===== src/rtl/mgt01_ireg_ctx_sequencer.sv =====
// Purpose: interrupt context save/restore of x1..x(REG_COUNT-1) between the integer register file and data memory.
// Latency: save = (REG_COUNT-1) granted store cycles + 1 DONE cycle; restore = 2 cycles/register minimum + 1 DONE cycle.
// Backpressure: mem_gnt_i low stalls with address/data held; restore waits indefinitely for mem_rvalid_i.
//
// Ports:
//   clk_i, rst_n_i               clock, asynchronous active-low reset
//   save_req_i, restore_req_i    start requests, sampled only in IDLE (save wins when both are high)
//   base_addr_i                  save-area byte base, latched at start and word-aligned
//   busy_o, done_o               busy while not IDLE; one-cycle completion pulse
//   rf_raddr_o / rf_rdata_i      register-file read port (combinational read data)
//   rf_we_o, rf_waddr_o, rf_wdata_o  register-file write port
//   mem_req_o, mem_we_o, mem_addr_o, mem_wdata_o, mem_gnt_i, mem_rvalid_i, mem_rdata_i  data-memory port
module mgt01_ireg_ctx_sequencer #(
   parameter int DATA_WIDTH = 32,
   parameter int REG_COUNT  = 32
) (
   input  logic                         clk_i,
   input  logic                         rst_n_i,
   input  logic                         save_req_i,
   input  logic                         restore_req_i,
   input  logic [31:0]                  base_addr_i,
   output logic                         busy_o,
   output logic                         done_o,
   output logic [$clog2(REG_COUNT)-1:0] rf_raddr_o,
   input  logic [DATA_WIDTH-1:0]        rf_rdata_i,
   output logic                         rf_we_o,
   output logic [$clog2(REG_COUNT)-1:0] rf_waddr_o,
   output logic [DATA_WIDTH-1:0]        rf_wdata_o,
   output logic                         mem_req_o,
   output logic                         mem_we_o,
   output logic [31:0]                  mem_addr_o,
   output logic [DATA_WIDTH-1:0]        mem_wdata_o,
   input  logic                         mem_gnt_i,
   input  logic                         mem_rvalid_i,
   input  logic [DATA_WIDTH-1:0]        mem_rdata_i
);

   localparam int                IDX_W    = $clog2(REG_COUNT);
   localparam logic [IDX_W-1:0]  LAST_IDX = IDX_W'(REG_COUNT - 1);

   typedef enum logic [2:0] {
      S_IDLE,
      S_SAVE,
      S_RESTORE_REQ,
      S_RESTORE_WAIT,
      S_DONE
   } state_t;

   state_t            state_q;
   logic [IDX_W-1:0]  idx_q;
   // Address of the current register, advanced by 4 alongside idx_q so no
   // multiplier is needed; 32-bit overflow gives the required wrap-around.
   logic [31:0]       addr_q;

   always_ff @(posedge clk_i or negedge rst_n_i) begin
      if (!rst_n_i) begin
         state_q <= S_IDLE;
         idx_q   <= '0;
         addr_q  <= '0;
      end else begin
         case (state_q)
            S_IDLE: begin
               if (save_req_i || restore_req_i) begin
                  state_q <= save_req_i ? S_SAVE : S_RESTORE_REQ;
                  idx_q   <= IDX_W'(1);
                  addr_q  <= base_addr_i & 32'hFFFF_FFFC;
               end
            end
            S_SAVE: begin
               if (mem_gnt_i) begin
                  if (idx_q == LAST_IDX) begin
                     state_q <= S_DONE;
                  end else begin
                     idx_q  <= idx_q + IDX_W'(1);
                     addr_q <= addr_q + 32'd4;
                  end
               end
            end
            S_RESTORE_REQ: begin
               if (mem_gnt_i) begin
                  state_q <= S_RESTORE_WAIT;
               end
            end
            S_RESTORE_WAIT: begin
               if (mem_rvalid_i) begin
                  if (idx_q == LAST_IDX) begin
                     state_q <= S_DONE;
                  end else begin
                     state_q <= S_RESTORE_REQ;
                     idx_q   <= idx_q + IDX_W'(1);
                     addr_q  <= addr_q + 32'd4;
                  end
               end
            end
            S_DONE: begin
               state_q <= S_IDLE;
            end
            default: begin
               state_q <= S_IDLE;
            end
         endcase
      end
   end

   // Outputs decode directly from state so an asynchronous reset clears them
   // immediately. Store data and register writes are combinational pass-throughs
   // because the register-file read and the load return are same-cycle.
   logic save_st;
   logic rreq_st;
   logic wr_fire;

   assign save_st = (state_q == S_SAVE);
   assign rreq_st = (state_q == S_RESTORE_REQ);
   assign wr_fire = (state_q == S_RESTORE_WAIT) && mem_rvalid_i;

   assign busy_o      = (state_q != S_IDLE);
   assign done_o      = (state_q == S_DONE);
   assign mem_req_o   = save_st || rreq_st;
   assign mem_we_o    = save_st;
   assign mem_addr_o  = mem_req_o ? addr_q : '0;
   assign rf_raddr_o  = save_st ? idx_q : '0;
   assign mem_wdata_o = save_st ? rf_rdata_i : '0;
   assign rf_we_o     = wr_fire;
   assign rf_waddr_o  = wr_fire ? idx_q : '0;
   assign rf_wdata_o  = wr_fire ? mem_rdata_i : '0;

endmodule


===== config.mk =====
export PLATFORM = sky130hd
export DESIGN_NAME = mgt01_ireg_ctx_sequencer
export DESIGN_NICKNAME = d
export VERILOG_FILES = /design/src/rtl/mgt01_ireg_ctx_sequencer.sv
export SDC_FILE = /design/constraint.sdc
export NUM_CORES = 1
export LEC_CHECK = 0
export BUFFER_PORTS_ARGS = -buffer_cell sky130_fd_sc_hd__buf_4
export CAP_MARGIN = 30
export CORE_MARGIN = 1
export CORE_UTILIZATION = 39
export DETAILED_ROUTE_END_ITERATION = 6
export PLACE_DENSITY = 0.87
export SYNTH_ARGS = -nofsm -noshare
export SYNTH_HDL_FRONTEND = slang
export SYNTH_SLANG_ARGS = --single-unit

===== constraint.sdc =====
create_clock -name clk_i -period 2.5 [get_ports clk_i]
set_clock_uncertainty 0.2 [all_clocks]
set_input_delay 0.25 -clock clk_i [delete_from_list [all_inputs] [get_ports clk_i]]
set_output_delay 0.25 -clock clk_i [all_outputs]
set_load 0.03 [all_outputs]

==> results.toml <==
[run_status]
status = "complete, no violations"

[min_path]
hp-class = "in -> reg"

[global_route]
grt_use_total_pct = 29.8
overflow = 0
grt_antenna_before_repair = 0
grt_start_max_net_pins = 74
grt_pass1_vias = 3894
grt_pass1_wl_mm = 20.0

[placement]
dpl.cell_count = 720
dp_hpwl_mm = 9.76
io_buffers = 208
gp_congestion = 0.900
pre_cts_slack_ns = -0.00782

[floorplanning]
io_pins = 213
die_x_um = 92.1
start_util_pct = 40.6
die_h_um = 92.1
fp.dieArea_um2 = 8490
fp-row-count = 32
core_area_um2 = 7810

[timing]
finalMaxSlewViolations = 0
setup_ws_ns = 0.0806
worst_pin_slew_ns = 0.667
slew_headroom_pct = 55.2
hold_viol_final = 0
layout_min_cycle_time_ns = 2.42
period_share_pct = 96.8
clock.fmax_mhz = 413
fin_hold_ws_ns = 0.00953
setup_viol = 0

[yosys]
syn_inst = 428
yosys-top-cells-count = "and2_1, and3_1, dfrtp_1"
ys.flop_type = "dfrtp_1"
ys_seq_elements = 38
syn-cell-area_um2 = 3170
syn_area_per_cell_um2 = 7.40
yosysTopAreaCellShare_pct = 30.0
synth_top_area_cell = "dfrtp_1"
ys_top_cells_by_area = "dfrtp_1, and2_1, and3_1, a21oi_1, nand2_1"
async_reset_ff_share_pct = 100
synth-seq-area-share_pct = 30.0
ys_warn_count = 0
synth.most_common_cell = "and2_1"
synth_cell_types = 53
synth_edf_count = 0

[drt]
route.vias.total = 4184
wirelength_mm = 13.1
first_pass_iters = 5
via_per_inst = 5.68
wire_per_inst_um = 17.8
ant_nets = 0
drtIter0Drc = 312
drc = 0

[setup_path]
path_class = "reg -> reg"
cp.required_ns = 2.51
cp_max_fo = 21
cp-end-kind = "register"
startpoint_type = "register"
crit_arrival_ns = 2.43

[power_and_ir_drop]
sequentialPowerShare_pct = 22.4
clkPwrFrac_pct = 11.4
power.internal_mw = 2.91
p_leak_nw = 2.60
comb_power_share_pct = 66.2
peakVddDrop_mv = 0.755
p_switching_mw = 2.89
p_sw_share_pct = 49.9
cellPowerDensity_nw_per_um2 = 1120

[flow_run]
drv_cap = 0

[finish]
nets = 739
drive_gt1_share_pct = 41.1
num_antenna_cells = 0
synthToLayoutAreaGrowth_pct = 63.7
instances_no_fill = 737

[clock_network]
h-tree-depth = 2
ctsRootBufferMaster = "clkbuf_8"
cts_buffers = 5
cts.clk_slew.worst_paths_ns = 0.08
cts_tree = "done"
cts_buffer_depth = 2
clk-insertion-delay-late_ns = 0.30
clock_sinks = 38
[power groups by stage]
stage	sequential, mW	combinational [mW]	clock (mW)
after floorplan	1.13	2.41	0
after global placement	1.25	3.45	0
after detailed placement	1.27	3.55	0
after CTS	1.27	3.57	0.659
after global routing	1.35	4.12	0.692
final	1.30	3.84	0.662
[registers in the layout (all words and copies together) (netlist names)]
name / count
state_q: 3
idx_q: 5
addr_q: 30
[critical path, cell delays in order (launching register included)]
cell	delay, ns
dfrtp_1	0.39
ha_2	0.20
and3_1	0.18
ha_2	0.20
o21bai_4	0.19
a211oi_4	0.28
nand2_2	0.13
buf_12	0.18
a21oi_1	0.14
a2bb2oi_1	0.22
[final timing paths]
path | startpoint | end | slack, ns | cells after the start
max | idx_q[1]$_DFFE_PN0P_ | addr_q[19]$_DFFE_PN0P_ | 0.08 | 9
min | base_addr_i[3] | addr_q[3]$_DFFE_PN0P_ | 0.01 | 3
max reg2reg | idx_q[1]$_DFFE_PN0P_ | addr_q[19]$_DFFE_PN0P_ | 0.08 | 9
min reg2reg | idx_q[4]$_DFFE_PN0P_ | idx_q[4]$_DFFE_PN0P_ | 0.34 | 2
max in group asynchronous | rst_n_i | state_q[0]$_DFFE_PN0P_ | 1.47 | 2
min in group asynchronous | rst_n_i | addr_q[28]$_DFFE_PN0P_ | 0.26 | 2
[cell type report]
type / count / area, µm²
clock buffers: 6 / 82.6
clock inverters: 2 / 60.1
fillers: 655 / 2620
inverters: 8 / 30.0
multi-input cells: 345 / 2090
flip-flops and latches: 38 / 952
well taps: 102 / 128
repair buffers: 236 / 1840
[timing repair]
item	CTS	global route
hold buffers	1	0
cloned	0	1
pin swaps	1	3
gates resized for setup	1	21
hold endpoints to repair	38	0
buffers inserted	0	7
setup endpoints to repair	30	87
[cells by family after synthesis]
| family | count (synthesis) | share of synthesized area, % |
|---|---|---|
| AND/OR/NAND/NOR | 235 | 41.2 |
| AO/OA/AOI/OAI | 103 | 20.9 |
| buffers and inverters | 46 | 5.96 |
| flip-flops | 38 | 30.0 |
| adder cells (fa/ha/maj) | 3 | 1.18 |
| other | 1 | 0.118 |
| XOR/XNOR | 1 | 0.277 |
| multiplexers | 1 | 0.316 |
[stage by stage]
step,power [mW],TNS (ns),util (%),cell area [µm²]
after floorplan,3.54,0,-,3180
after global routing,6.16,-0.00408,66.4,5180
after detailed placement,4.82,-0.00782,62.4,4870
after global placement,4.70,0,62.4,4870
after CTS,5.50,0,64.4,5030
final,5.80,0,66.4,5180
[placed cells by master (no fill, tap or decap), types with 2 or more instances in the layout]
| cell type | instances |
|---|---|
| nor4_1 | 2 |
| o211ai_1 | 4 |
| o22ai_1 | 14 |
| nand2_1 | 35 |
| nand2b_1 | 2 |
| o21ai_1 | 3 |
| and2_1 | 62 |
| o21ai_0 | 21 |
| nand3_1 | 24 |
| buf_4 | 230 |
| o22a_1 | 3 |
| inv_1 | 7 |
| a2bb2oi_1 | 10 |
| nor3_1 | 18 |
| nand4_1 | 11 |
| a32oi_1 | 3 |
| bufinv_16 | 2 |
| conb_1 | 2 |
| a21oi_1 | 27 |
| clkbuf_8 | 6 |
| nor2_1 | 24 |
| dfrtp_1 | 37 |
| ha_2 | 2 |
| buf_12 | 4 |
| a31oi_1 | 2 |
| and3_1 | 41 |
[metal layers]
layer,vias to the layer above,wire length (µm),global-route usage (%)
met5,-,0,0
met4,0,320,9.24
met3,25,1130,6.30
met2,246,6540,51.4
met1,1962,5090,37.1
li1,1951,-,-
(Power assumes the default switching activity.)
